==> src/rtl/vga_ctrl.sv <==
// 640x480@60 VGA timing generator: free-running pixel/line counters, active-low
// syncs and a bordered eight-bar colour test pattern, all decoded from the counters.
module vga_ctrl #(
    parameter int unsigned H_ACTIVE = 640,
    parameter int unsigned H_FP     = 16,
    parameter int unsigned H_SYNC   = 96,
    parameter int unsigned H_BP     = 48,
    parameter int unsigned V_ACTIVE = 480,
    parameter int unsigned V_FP     = 10,
    parameter int unsigned V_SYNC   = 2,
    parameter int unsigned V_BP     = 33
) (
    input  logic       clk,
    input  logic       reset,
    output logic [9:0] x,
    output logic [9:0] y,
    output logic       hsync,
    output logic       vsync,
    output logic [3:0] red,
    output logic [3:0] green,
    output logic [3:0] blue
);

    localparam int unsigned H_TOTAL = H_ACTIVE + H_FP + H_SYNC + H_BP;
    localparam int unsigned V_TOTAL = V_ACTIVE + V_FP + V_SYNC + V_BP;
    localparam int unsigned BAR_W   = H_ACTIVE / 8;

    localparam logic [9:0] H_LAST   = 10'(H_TOTAL - 1);
    localparam logic [9:0] V_LAST   = 10'(V_TOTAL - 1);
    localparam logic [9:0] H_ACT    = 10'(H_ACTIVE);
    localparam logic [9:0] V_ACT    = 10'(V_ACTIVE);
    localparam logic [9:0] H_EDGE   = 10'(H_ACTIVE - 1);
    localparam logic [9:0] V_EDGE   = 10'(V_ACTIVE - 1);
    localparam logic [9:0] HS_FIRST = 10'(H_ACTIVE + H_FP);
    localparam logic [9:0] HS_LAST  = 10'(H_ACTIVE + H_FP + H_SYNC - 1);
    localparam logic [9:0] VS_FIRST = 10'(V_ACTIVE + V_FP);
    localparam logic [9:0] VS_LAST  = 10'(V_ACTIVE + V_FP + V_SYNC - 1);

    logic [9:0]  h_cnt_q, h_cnt_d;
    logic [9:0]  v_cnt_q, v_cnt_d;
    logic        active;
    logic        border;
    logic [2:0]  bar;
    logic [11:0] rgb;

    always_ff @(posedge clk or posedge reset) begin
        if (reset) begin
            h_cnt_q <= '0;
            v_cnt_q <= '0;
        end else begin
            h_cnt_q <= h_cnt_d;
            v_cnt_q <= v_cnt_d;
        end
    end

    always_comb begin
        h_cnt_d = h_cnt_q + 10'd1;
        v_cnt_d = v_cnt_q;
        if (h_cnt_q == H_LAST) begin
            h_cnt_d = '0;
            v_cnt_d = (v_cnt_q == V_LAST) ? '0 : v_cnt_q + 10'd1;
        end
    end

    // Bar index by threshold compare against multiples of the bar width.
    always_comb begin
        bar = '0;
        for (int unsigned k = 1; k < 8; k++) begin
            if (h_cnt_q >= 10'(k * BAR_W)) bar = 3'(k);
        end
    end

    always_comb begin
        active = (h_cnt_q < H_ACT) && (v_cnt_q < V_ACT);
        border = (h_cnt_q == '0) || (h_cnt_q == H_EDGE) ||
                 (v_cnt_q == '0) || (v_cnt_q == V_EDGE);
        hsync  = !((h_cnt_q >= HS_FIRST) && (h_cnt_q <= HS_LAST));
        vsync  = !((v_cnt_q >= VS_FIRST) && (v_cnt_q <= VS_LAST));

        case (bar)
            3'd0:    rgb = 12'hFFF;
            3'd1:    rgb = 12'hFF0;
            3'd2:    rgb = 12'h0FF;
            3'd3:    rgb = 12'h0F0;
            3'd4:    rgb = 12'hF0F;
            3'd5:    rgb = 12'hF00;
            3'd6:    rgb = 12'h00F;
            default: rgb = 12'h000;
        endcase
        if (border) rgb = 12'hFFF;
        if (!active) rgb = '0;

        if (reset) begin
            hsync = 1'b1;
            vsync = 1'b1;
            rgb   = '0;
        end
    end

    assign x     = h_cnt_q;
    assign y     = v_cnt_q;
    assign red   = rgb[11:8];
    assign green = rgb[7:4];
    assign blue  = rgb[3:0];

endmodule

==> config.mk <==
export PLATFORM = sky130hd
export DESIGN_NAME = vga_ctrl
export DESIGN_NICKNAME = d
export VERILOG_FILES = /design/src/rtl/vga_ctrl.sv
export SDC_FILE = /design/constraint.sdc
export NUM_CORES = 1
export LEC_CHECK = 0
export ABC_CLOCK_PERIOD_IN_PS = 2900
export BUFFER_PORTS_ARGS = -buffer_cell sky130_fd_sc_hd__buf_4
export CORE_UTILIZATION = 51
export DETAILED_ROUTE_END_ITERATION = 10
export PLACE_DENSITY = 0.78
export SYNTH_ARGS = -nofsm -noshare
export SYNTH_HDL_FRONTEND = slang
export SYNTH_SLANG_ARGS = --single-unit
export TNS_END_PERCENT = 5
==> constraint.sdc <==
create_clock -name clk -period 2.9 [get_ports clk]
set_input_delay 0.58 -clock clk [delete_from_list [all_inputs] [get_ports clk]]
set_output_delay 0.58 -clock clk [all_outputs]
set_load 0.01 [all_outputs]
# After elaboration in Yosys (flattened, before gate mapping)
# Index checks and enable logic that the tools add are counted.
[totals]
in_bits = 2
out_inout_bits = 34
elab_cells = 53
ff_bits = 20
[op_classes]
muxes = 15
eq_ne = 10
reduce_logical = 11
add_sub_neg = 2
n_lt_le_gt_ge = 13
[op_table]
columns = ["operator", "count"]
rows = [
  ["$pmux 12 s7", 1],
  ["$ge 10x9->1 const B", 4],
  ["$mux 12", 3],
  ["$eq 10x10->1 const B", 3],
  ["$add 10x1->10 const B", 2],
  ["$ge 10x10->1 const B", 2],
  ["$ge 10x8->1 const B", 2],
  ["$logic_not 10->1", 2],
  ["$mux 10", 2],
  ["$mux 3", 6],
  ["$eq 10x9->1 const B", 1],
  ["$ge 10x7->1 const B", 1],
  ["$le 10x10->1 const B", 1],
  ["$le 10x9->1 const B", 1],
  ["$lt 10x10->1 const B", 1],
  ["$lt 10x9->1 const B", 1],
  ["$eq 3x3->1 const B", 3],
  ["$eq 3x2->1 const B", 2],
  ["$eq 3x1->1 const B", 1],
  ["$logic_and 1x1->1", 3],
  ["$logic_not 3->1", 1],
  ["$logic_or 1x1->1", 3],
  ["$mux 1", 3],
  ["$logic_not 1->1", 2],
]

# Longest topological paths before layout
[depth]
depth_word = 13
ltp_mapped = 8

# Worst setup path after synthesis
# Ideal clock, no wire load.
[synth_path]
path_type = "flip-flop to output port"
from = "register h_cnt_q[0] (netlist: x[0])"
to = "output port blue[1]"
path_slack_ps = 383
t_required_ps = 2320
path_buffers = 2
arrival_time_ps = 1937
path_stages_with_launch = 9
path_cell_list = "dfrtp_1 ha_1 and4_1 buf_4 nand2_1 o21ai_0 a311oi_1 a31oi_1 buf_4"
[synth_between]
elab_chain_len = 13
[synth_rtl]
columns = ["element", "line", "text"]
rows = [
  ["start: declaration", "39", "logic [9:0] h_cnt_q, h_cnt_d;"],
  ["start signal: assignment", "51", "h_cnt_q <= h_cnt_d;"],
  ["$ge 10x7->1", "69", "if (h_cnt_q >= 10'(k * BAR_W)) bar = 3'(k);"],
  ["$mux 1", "69", ""],
  ["$mux 3 (6 in series)", "69", ""],
  ["$eq 3x3->1, or another cell as far along", "80", "case (bar)"],
  ["$pmux 12 s7", "80", ""],
  ["$mux 12", "90", "if (border) rgb = 12'hFFF;"],
  ["$mux 12 (*)", "91", "if (!active) rgb = '0;"],
  ["$mux 12 (*)", "93", "if (reset) begin"],
  ["end: declaration", "21", "output logic [3:0] blue"],
]
# Every way passes the cells marked *; elsewhere a longest branch is shown, timed or not.

# Worst setup path after layout
[layout_path]
from = "register h_cnt_q[1] (netlist: x[1])"
to = "output port blue[0]"
# The elaborated chain is that of the path after synthesis.

==> results.md <==
- The flow ran to the end, and the final reports show no timing, DRC or antenna violations.
- For this run, the post-layout net count is between 150 and 200.
- Measured against its own limit, the worst slew margin works out to 69.1%.
- The fraction of layout cells with a size suffix above 1 is about a third.
- Counting flops with an async set or reset pin after synthesis yields a share of 100%.
- The area added between synthesis and finish is 20.5%.
- The root buffer cell chosen for the clock tree is clkbuf_4.
- The slack of the critical path is 142 ps.
- The worst endpoint data arrival time is roughly 2200 ps.
- The worst path uses 95.1% of the clock period.
- The count of flip-flops with a built-in enable after synthesis is 0.
- The mean instance size in the synthesized netlist is 8.98 sq um.
- The via count of the first global-routing pass is a little over 1000.
- The required time at the endpoint of the critical path is approximately 2300 ps.
- The area enclosed by the die boundary is between 2000 and 3000 sq um.
- The share of the Yosys chip area taken by registers is 38.4%.
- After detailed routing, the total wire length is between 2000 and 3000 um.
- In this run the worst hold path is classified as input port to async pin.
- The HPWL after detailed placement is 1990 um.
- The worst hold slack is approximately 330 ps.
- The final number of max-transition violations was 0.
- The final weighted congestion in routability-driven placement is 0.798.
- The total count of hold-check failures in the final report came to 0.
- The library cell with the highest instance count after synthesis is dfrtp_1.
- Summing all placed instances gives a cell area of between 1500 and 2000 sq um.
- The cell taking the most area after synthesis is dfrtp_1.
- The number of antenna diodes is 0.
- Entering global routing, the biggest net connects 21 pins.
- The number of antenna violations at the first check in global routing came to 0.
- The worst setup path is captured at a primary output.
- The violation count after the first detailed-route iteration is 22.
- Clock tree synthesis inserted a total of 3 buffers.
- Static timing analysis puts the maximum clock frequency at 363 MHz.
- In this run the power density over the cells is 280 nW/um^2.
- The floorplan step defined a core boundary enclosing ~2300 sq um.
- OpenSTA, run right after detailed placement, puts the worst setup slack at 378 ps.
- The residual antenna-violating net count after detailed routing is 0.
- Across the VDD grid, the largest voltage drop is 228 uV.
- The total internal power is 340 uW.
- Buffers placed on the I/O ports in this run total 35.
- The power share of the sequential group is 63.3%.
- The clock period minus final worst setup slack is 2760 ps.
- The net count of the mapped netlist is ~150.
- The mean routed wirelength per cell is 14.0 um.
- The remaining global-route overflow is 0.
- The share of the synthesized area in the top cell type is 38.4%.
- In this run the horizontal extent of the chip is 52.5 um.
- The floorplan has 17 rows.
- The final setup violation count is 0.
- The number of cell instances on the worst register-to-register path is 5.
- The final core utilization is 67.7%.
- The Yosys step of the flow raised 0 warnings.
- The class of the most critical setup path is flop to primary output.
- The total chip power is 440 uW.
- The DRC violation count after routing is 0.
- Yosys attributes the largest share of cell area to dfrtp_1 (38%), buf_4 (6.3%), xnor2_1 (5.4%).
- The clock tree from TritonCTS is built.
- The cell area after layout is 1570 sq um.
- In this run the number of H-tree levels came out at 1.
- The number of iterations in the first detailed-routing pass is 4.
- During I/O placement, the number of pins put on the boundary was 36.
- From bottom edge to top edge, the die measures ~53 um.
- Synthesis handed over a netlist of 145 instances.
- Once the floorplan was initialized, standard cells occupied 56.2% of the core.
- In the global route stage, overall resource usage came out at between 20% and 30%.
- The count of filler cells inserted in the layout is 191.
- Summed over all cells, the static leakage comes to 0.697 nW.
- After clock tree synthesis, the clock-pin slew on the worst setup and hold paths is 110 ps.
- Among all flip-flop cells after synthesis, the most frequent one is dfrtp_1.
- The switching part of the total is 22.7%.
- Counting distinct cell types in the post-synthesis netlist gives 41.
- The routed layout has about 1200 vias.
- Summing every instance area after synthesis gives 1300 sq um.
- In this run the power spent charging and discharging nets is 99.7 uW.
- The register bit count reported by yosys is 20.
- The share of total power dissipated in combinational logic is 6.7%.
- By count the netlist is led by dfrtp_1 (20), nand2_1 (15), buf_4 (11).
- The tool flagged a number of max-cap violations equal to 0.
- The clock sink count is 20.
- The global-route wire length before repair is roughly 4600 um.
- The clock reaches the later pin of the worst-skew pair after 300 ps.
- After detailed routing, the number of vias per cell comes to 5.84.
- The longest clock path from root to sink contains 2 buffers.
- The transition time of the tightest slew-check pin is 464 ps.
- The startpoint class of the critical path is a flop.
- The part of the power in the clock network is between 20% and 30%.
- The clock arrives with 2.75 ps of skew.
- Along the worst path, the maximum fanout reaches 6.
## metrics by stage
step	TNS, ps	instances
after floorplan	0	145
after global placement	0	194
after detailed placement	0	194
after CTS	0	197
after global routing	-189	199
final	0	199
## registers in the layout (all words and copies together), names as in the netlist
| register | flops |
|---|---|
| y | 10 |
| x | 10 |
## final cells by class
cell class / count / area (sq um) / share of cell area (%)
repair buffers: 38 / 285 / 18.2
clock buffers: 3 / 22.5 / 1.44
flip-flops and latches: 20 / 502 / 32.0
inverters: 7 / 26.3 / 1.67
well taps: 28 / 35.0 / 2.23
multi-input cells: 103 / 698 / 44.5
## path summary, 6_finish.rpt
check / slack (ps) / startpoint / end
min in group clk: 490 / x[0] / x[0]
min reg2reg: 490 / x[0] / x[0]
max reg2reg: 810 / x[5] / y[8]
min: 330 / reset / y[6]
max in group asynchronous: 2340 / reset / x[0]
max: 140 / x[1] / blue[0]
## repair_timing
item | CTS | global route
resized for setup | 0 | 8
buffers inserted | 0 | 2
hold buffers | 0 | 0
endpoints found under the setup margin | 0 | 12
## critical path, cell delays in order (launching register included)
cell      delay [ps]
dfrtp_1          420
ha_1             240
and4_4           280
nand2_1           50
o21ai_0          240
a311oi_2         190
a31oi_2          280
buf_4            170
## layer usage
metal,global-route usage [%],up-vias,share of wire (%)
li1,-,562,-
met1,30.0,570,46
met2,37.1,29,50
met3,2.90,2,3.3
met4,11.8,0,0.61
met5,0,-,0
## cells in the final DEF, fill, tap and decap left out, drive strengths merged, types with 2 or more instances in the layout
master,netlist,routed
o31ai,3,3
maj3,2,2
nor3,3,3
xnor2,8,8
o21ai,8,8
dfrtp,20,20
inv,7,7
nor4b,2,2
a21oi,5,5
nor2,10,10
nand3,10,10
ha,4,4
nand3b,2,2
and2,2,2
and4,3,3
nor4,4,4
nand4,5,5
clkbuf,1,3
buf,13,38
xor2,4,4
nand2,15,15
## cell families after synthesis
kind of cell,count (synthesis),share of synthesized area [%]
simple gates,61,25.9
compound gates,24,11.9
buf+inv,22,10.2
flops,20,38.4
xor+xnor,12,8.07
fa+ha+maj,6,5.48
## power groups by stage
stage	Combinational (mW)	Sequential, mW	Clock [mW]
after global placement	0.0292	0.284	0
final	0.0296	0.279	0.132
after CTS	0.0295	0.279	0.136
after global routing	0.0342	0.279	0.145
after floorplan	0.0213	0.284	0
after detailed placement	0.0295	0.284	0
No activity file was read; power rests on OpenSTA's default activity.
